===== src/rtl/copy_pipe_pkg.sv =====
// Shared constants for the copy_pipe FIFO: default sizes, legal ranges and a pointer-width helper.
package copy_pipe_pkg;

  localparam int unsigned DEF_WIDTH = 8;
  localparam int unsigned DEF_DEPTH = 4;
  localparam int unsigned WIDTH_MIN = 1;
  localparam int unsigned WIDTH_MAX = 64;
  localparam int unsigned DEPTH_MIN = 1;
  localparam int unsigned DEPTH_MAX = 16;

  // A single-entry buffer still needs a one-bit pointer.
  function automatic int unsigned ptr_w(input int unsigned depth);
    return (depth > 1) ? $clog2(depth) : 1;
  endfunction

endpackage


===== src/rtl/copy_pipe_mem.sv =====
// DEPTH x WIDTH register storage with one write port and one registered read port.
module copy_pipe_mem #(
  parameter int unsigned WIDTH = 8,
  parameter int unsigned DEPTH = 4,
  parameter int unsigned AW    = 2
) (
  input  logic             clk,
  input  logic             rst_n,
  input  logic             we,
  input  logic [AW-1:0]    waddr,
  input  logic [WIDTH-1:0] wdata,
  input  logic [AW-1:0]    raddr,
  output logic [WIDTH-1:0] rdata
);

  logic [WIDTH-1:0] mem [DEPTH];

  always_ff @(posedge clk) begin
    if (we) mem[waddr] <= wdata;
  end

  // Bypass covers an entry written this edge that is also the next head.
  always_ff @(posedge clk or negedge rst_n) begin
    if (!rst_n) begin
      rdata <= '0;
    end else if (we && (waddr == raddr)) begin
      rdata <= wdata;
    end else begin
      rdata <= mem[raddr];
    end
  end

endmodule


===== src/rtl/copy_pipe.sv =====
// Circular-buffer FIFO with valid/ready handshakes, registered head data and occupancy count.
module copy_pipe
  import copy_pipe_pkg::*;
#(
  parameter int unsigned WIDTH = DEF_WIDTH,
  parameter int unsigned DEPTH = DEF_DEPTH,
  parameter int unsigned CW    = $clog2(DEPTH + 1)
) (
  input  logic             clk,
  input  logic             rst_n,
  input  logic             flush,
  input  logic             in_valid,
  output logic             in_ready,
  input  logic [WIDTH-1:0] in_data,
  output logic             out_valid,
  input  logic             out_ready,
  output logic [WIDTH-1:0] out_data,
  output logic [CW-1:0]    count
);

  localparam int unsigned PW = ptr_w(DEPTH);

  logic [PW-1:0] wr_ptr, rd_ptr, wr_ptr_nxt, rd_ptr_nxt;
  logic [CW-1:0] count_nxt;
  logic          push, pop;

  assign in_ready  = !flush && (count < CW'(DEPTH));
  assign out_valid = (count != '0);
  assign push      = in_valid && in_ready;
  assign pop       = out_valid && out_ready;

  function automatic logic [PW-1:0] ptr_inc(input logic [PW-1:0] p);
    return (p == PW'(DEPTH - 1)) ? '0 : p + PW'(1);
  endfunction

  // Next pointer/count; flush wins and discards any concurrent pop.
  always_comb begin
    wr_ptr_nxt = wr_ptr;
    rd_ptr_nxt = rd_ptr;
    count_nxt  = count;
    if (flush) begin
      wr_ptr_nxt = '0;
      rd_ptr_nxt = '0;
      count_nxt  = '0;
    end else begin
      if (push) wr_ptr_nxt = ptr_inc(wr_ptr);
      if (pop)  rd_ptr_nxt = ptr_inc(rd_ptr);
      case ({push, pop})
        2'b10:   count_nxt = count + CW'(1);
        2'b01:   count_nxt = count - CW'(1);
        default: count_nxt = count;
      endcase
    end
  end

  always_ff @(posedge clk or negedge rst_n) begin
    if (!rst_n) begin
      wr_ptr <= '0;
      rd_ptr <= '0;
      count  <= '0;
    end else begin
      wr_ptr <= wr_ptr_nxt;
      rd_ptr <= rd_ptr_nxt;
      count  <= count_nxt;
    end
  end

  // Read port is addressed with the next head so out_data is registered yet current.
  copy_pipe_mem #(
    .WIDTH (WIDTH),
    .DEPTH (DEPTH),
    .AW    (PW)
  ) u_mem (
    .clk   (clk),
    .rst_n (rst_n),
    .we    (push),
    .waddr (wr_ptr),
    .wdata (in_data),
    .raddr (rd_ptr_nxt),
    .rdata (out_data)
  );

endmodule


===== config.mk =====
export PLATFORM = sky130hd
export DESIGN_NAME = copy_pipe
export DESIGN_NICKNAME = d
export VERILOG_FILES = /design/src/rtl/copy_pipe_pkg.sv /design/src/rtl/copy_pipe_mem.sv /design/src/rtl/copy_pipe.sv
export SDC_FILE = /design/constraint.sdc
export NUM_CORES = 1
export LEC_CHECK = 0
export CORE_MARGIN = 5
export CORE_UTILIZATION = 45
export DETAILED_ROUTE_END_ITERATION = 16
export PLACE_DENSITY = 0.7
export SLEW_MARGIN = 20
export SYNTH_ARGS = -nofsm -noshare
export SYNTH_HDL_FRONTEND = slang
export SYNTH_SLANG_ARGS = --single-unit

===== constraint.sdc =====
create_clock -name clk -period 2.1 [get_ports clk]
set_input_delay 0.42 -clock clk [delete_from_list [all_inputs] [get_ports clk]]
set_output_delay 0.42 -clock clk [all_outputs]
set_load 0.02 [all_outputs]

* After elaboration in Yosys (flattened, before gate mapping)
Memories as Yosys holds them, arrays and structs flattened. A register that Yosys moved wholly into a read port is not among the register bits.
Cells that the tools add are included.
** Operators by class
- Add/subtract/negate cells :: 4
- Muxes and demuxes :: 10
- Equal/unequal tests :: 4
- $lt $le $gt $ge :: 1
- Reductions and logical operators :: 8
** Operators by type and width (number)
- two-way mux 2 bit :: 6
- equality test 2 bit (second input constant) :: 3
- one-hot mux 3 bit (2 select lines) :: 1
- nonzero test 3 bit :: 2
- adder 2 x 1 -> 2 bit (second input constant) :: 2
- adder 3 x 1 -> 3 bit (second input constant) :: 1
- logical AND 1 bit :: 3
- < comparator 3 bit (second input constant) :: 1
- two-way mux 3 bit :: 1
- subtractor 3 x 1 -> 3 bit (second input constant) :: 1
- equality test 2 x 1 -> 1 bit (second input constant) :: 1
- logical NOT 1 bit :: 2
- two-way mux 1 bit :: 2
- nonzero test 2 bit :: 1
** Storage, ports and cells
- Memories :: 1
- Output and inout port bits :: 13
- Input port bits :: 13
- Bits in registers :: 7
- Memory bits (writable) :: 32
- Logic and storage cells :: 31
** Memories
- u_mem.mem :: words 4, bits a word 8, read ports 1, clocked after Yosys merged registers in 1, write ports 1, RTL line copy_pipe_mem.sv:16 : logic [WIDTH-1:0] mem [DEPTH];

* Longest topological paths before layout
- Depth in word-level cells :: 6
- Mapped depth :: 8
- Depth with buffers taken out :: 7

* Cells and area by module
From an unflattened synthesis, not the netlist that was laid out.
** Unflattened totals
- Cells, all modules :: 111
- Area, all modules :: 2021.9 µm²
** By module, submodules not included
- copy_pipe_mem :: sequential area each 1161.1 µm², cells each 66, area an instance 1556.5 µm², instances 1
- copy_pipe :: sequential area each 175.2 µm², cells each 45, area an instance 465.4 µm², instances 1

* Worst setup path before layout
Ideal clock, no wire load.
- Path kind :: reg2reg
- From :: register count[2]
- To :: register u_mem.rdata[0] (read register of u_mem.mem)
- Library setup time :: 125 ps
- Slack :: -175 ps
- Required time :: 1975 ps
- Data arrival time :: 2151 ps
- Clock period less this slack :: 2275 ps
- Cell stages (with the launch flop) :: 8
- Path buffers :: 2
- Path through :: dfrtp_1 -> o31ai_4 -> mux2i_1 -> buf_6 -> xnor2_1 -> and3_1 -> buf_6 -> mux2_2
** On the way
- Word-level cells in the longest chain between the ends :: 4
** RTL lines
- start: declaration :: RTL line copy_pipe.sv:18 : output logic [CW-1:0] count
- start signal: assignment :: RTL line copy_pipe.sv:64 : count <= count_nxt;
- nonzero test 3 bit :: RTL line copy_pipe.sv:28 : assign out_valid = (count != '0);
- logical AND 1 bit :: RTL line copy_pipe.sv:30 : assign pop = out_valid && out_ready;
- two-way mux 2 bit :: RTL line copy_pipe.sv:47 : if (pop) rd_ptr_nxt = ptr_inc(rd_ptr);
- two-way mux 2 bit :: RTL line copy_pipe.sv:41 : if (flush) begin
- end: declaration :: RTL line copy_pipe_mem.sv:13 : output logic [WIDTH-1:0] rdata
No other way between the ends.
A chain may end at the register's enable or synchronous reset.

* Worst setup path after layout
- From :: register count[1]
- To :: register u_mem.rdata[0] (read register of u_mem.mem)
Same word-level chain as after synthesis.

==> reports/qor.yml <==
status:
  status: "complete, no violations"
power_and_ir_drop:
  pwr-share-clk_pct: 19.1
  p_leak_nw: 1.15
  ir_worst_vdd_mv: 0.674
  power_frac_comb_pct: 45.7
  seqPwrFrac_pct: 35.1
  intPower_mw: 2.40
  power.density_nw_per_um2: 1320
  switching_share_pct: 32.7
  p_sw_mw: 1.17
hold_path:
  hp-class: "in -> async"
setup_path:
  reg2reg_slack_ns: 0.1
  arrival_ns: 2.20
  crit_family: "multiplexers"
  path_class: "reg -> reg"
  cp_num_cells: 7
  critPathMaxFanout: 8
  cp_cell_sequence: "o31ai_4, mux2i_1, buf_4, xnor2_1, and3_1, buf_12, mux2_4"
  max_stage_delay_ns: 0.43
  cp_num_buf_inv: 2
  cpMaxStageDelayCell: "dfrtp_2"
  crit_required_ns: 2.30
  worstSetupStartpoint: "count[1]"
  critPathCaptureType: "flop"
  r2r_end: "u_mem.rdata[0]"
  r2r_cells: 7
  start_kind: "flop"
  worstReg2RegStart: "count[1]"
finish:
  n_antenna_cell: 0
  final_core_util_pct: 62.0
  design_area_um2: 2700
  n_fill_cell: 343
  synthToLayoutAreaGrowth_pct: 33.2
  mostFrequentLayoutCell: "edfxtp_1"
  nets: 212
  final_cell_mix: "edfxtp_1 (32), buf_4 (27), clkdlybuf4s50_1 (23)"
  drive_above_1_share_pct: 28.9
detailed_routing:
  antenna_left: 0
  num_vias: 1284
  drc: 0
  drt_first_pass_iters: 4
  avgViaCountPerCell: 5.22
  wl_mm: 4.08
  routedWlPerCell_um: 16.6
  first_iter_violations: 73
clock_network:
  insertion_delay_ns: 0.31
  h-tree-depth: 2
  path_clk_slew_ns: 0.10
  clock_path_buffers: 2
  cts_setup_buffers: 0
  cts_sinks: 47
  cts_hold_buf: 0
  root_buffer: "clkbuf_8"
  cts_buffers: 5
  cts_tree: "yes"
synthesis:
  postSynthCellCount: 136
  syn_area_per_cell_um2: 14.9
  synth.net_count: 155
  ys_seq_area_share_pct: 66.0
  synth.area.top_cells: "edfxtp_1 (47%), dfrtp_1 (19%), mux2i_1 (5.9%), mux2_2 (4.4%), a221oi_1 (3.9%)"
  ys_types: 26
  yosys_warnings: 0
  synth-edff-count: 32
  yosysTopAreaCell: "edfxtp_1"
  synth_top_flop_cell: "edfxtp_1"
  ys_ff_latch: 47
  synthArstFlopShare_pct: 31.9
  synth_area_um2: 2030
  synth_top_area_share_pct: 47.4
timing:
  setup_ws_ns: 0.0964
  finalSetupViolations: 0
  tns_ns: 0
  min_period_ns: 2.00
  worst_slew_pin_slew_ns: 0.360
  fmax_ghz: 0.499
  whs_ns: 0.372
  rsz0062_at_grt: "false"
  hold_violations: 0
  slew_headroom_pct: 76.0
  slew_viol_final: 0
  post-route-period-util_pct: 95.4
  fin_skew_ns: 0.0130
floorplanning:
  start_util_pct: 46.5
  die_x_um: 77.1
  die_h_um: 77.1
  rows: 24
  die-area_um2: 5940
  core_area_um2: 4350
  num_io_pins: 26
place:
  place_hpwl_mm: 3.08
  portBuffers: 25
  placed_cell_area_um2: 2580
  gp_congestion: 0.763
  dp_slack_ns: -0.168
grt:
  grt_pass1_wl_mm: 6.82
  grt_max_degree: 17
  first_global_vias: 1406
  grt_use_total_pct: 15.0
  grt_antenna_before_repair: 0
  grt_overflow: 0
run:
  maxCapViolCount: 0
==> state kept, by name, indices dropped and copies added (netlist names) <==
name	flops
count	3
rd_ptr	2
u_mem.mem	32
u_mem.rdata	8
wr_ptr	2
==> power groups by stage <==
stage	registers (mW)	logic, mW	clock network (mW)
2_1_floorplan	1.42	0.846	0
3_3_place_gp	1.27	1.61	0
3_5_place_dp	1.28	1.66	0
4_1_cts	1.26	1.66	0.695
5_1_grt	1.27	1.76	0.733
6_report	1.25	1.63	0.682
==> worst max path at each step <==
stage / endpoint / slack (ns)
final: u_mem.rdata[0] / 0.1
after global routing: u_mem.rdata[5] / 0.01
after CTS: out_valid / 0.03
after detailed placement: u_mem.rdata[5] / -0.17
after global placement: u_mem.rdata[3] / -0.1
after floorplan: u_mem.rdata[0] / -0.11
==> synthesized netlist by cell type, drive strengths merged, types with 3 or more instances <==
cell,number
a221oi,9
and2,4
buf,3
dfrtp,15
edfxtp,32
ha,5
inv,10
mux2,8
mux2i,12
nor2,18
xnor2,5
==> kinds of logic (layout without fill, tap and decap cells) <==
kind of cell / count (synthesis) / after routing / synth area share (%)
AO/OA/AOI/OAI: 13 / 13 / 6.24
XOR/XNOR: 5 / 5 / 2.16
adder cells (fa/ha/maj): 6 / 6 / 4.08
buffers and inverters: 14 / 72 / 3.52
flip-flops: 47 / 47 / 66.0
multiplexers: 20 / 20 / 10.4
AND/OR/NAND/NOR: 31 / 31 / 7.66
==> per-stage QoR <==
stage	instances	total power [mW]
finish	246	3.57
global route	246	3.76
CTS	246	3.61
detailed placement	238	2.94
global placement	238	2.89
floorplan	136	2.26
==> area by class of cell <==
cell class	instances	area (um^2)	area share, %
well taps	52	65.1	2.41
repair buffers	54	487	18.0
inverters	10	37.5	1.39
flip-flops and latches	47	1340	49.6
clock buffers	5	68.8	2.55
multi-input cells	75	654	24.2
clock inverters	3	47.5	1.76
==> timing repair <==
| item | CTS | global route |
|---|---|---|
| pin swaps | 0 | 1 |
| setup endpoints to repair | 2 | 2 |
| gates resized for setup | 3 | 2 |
==> layer usage <==
layer	GRT usage [%]	wire, um
met4	5.67	72
met3	4.33	182
met5	0	0
met2	25.9	2110
met1	17.4	1720
Power figures use the tool's default switching activity.
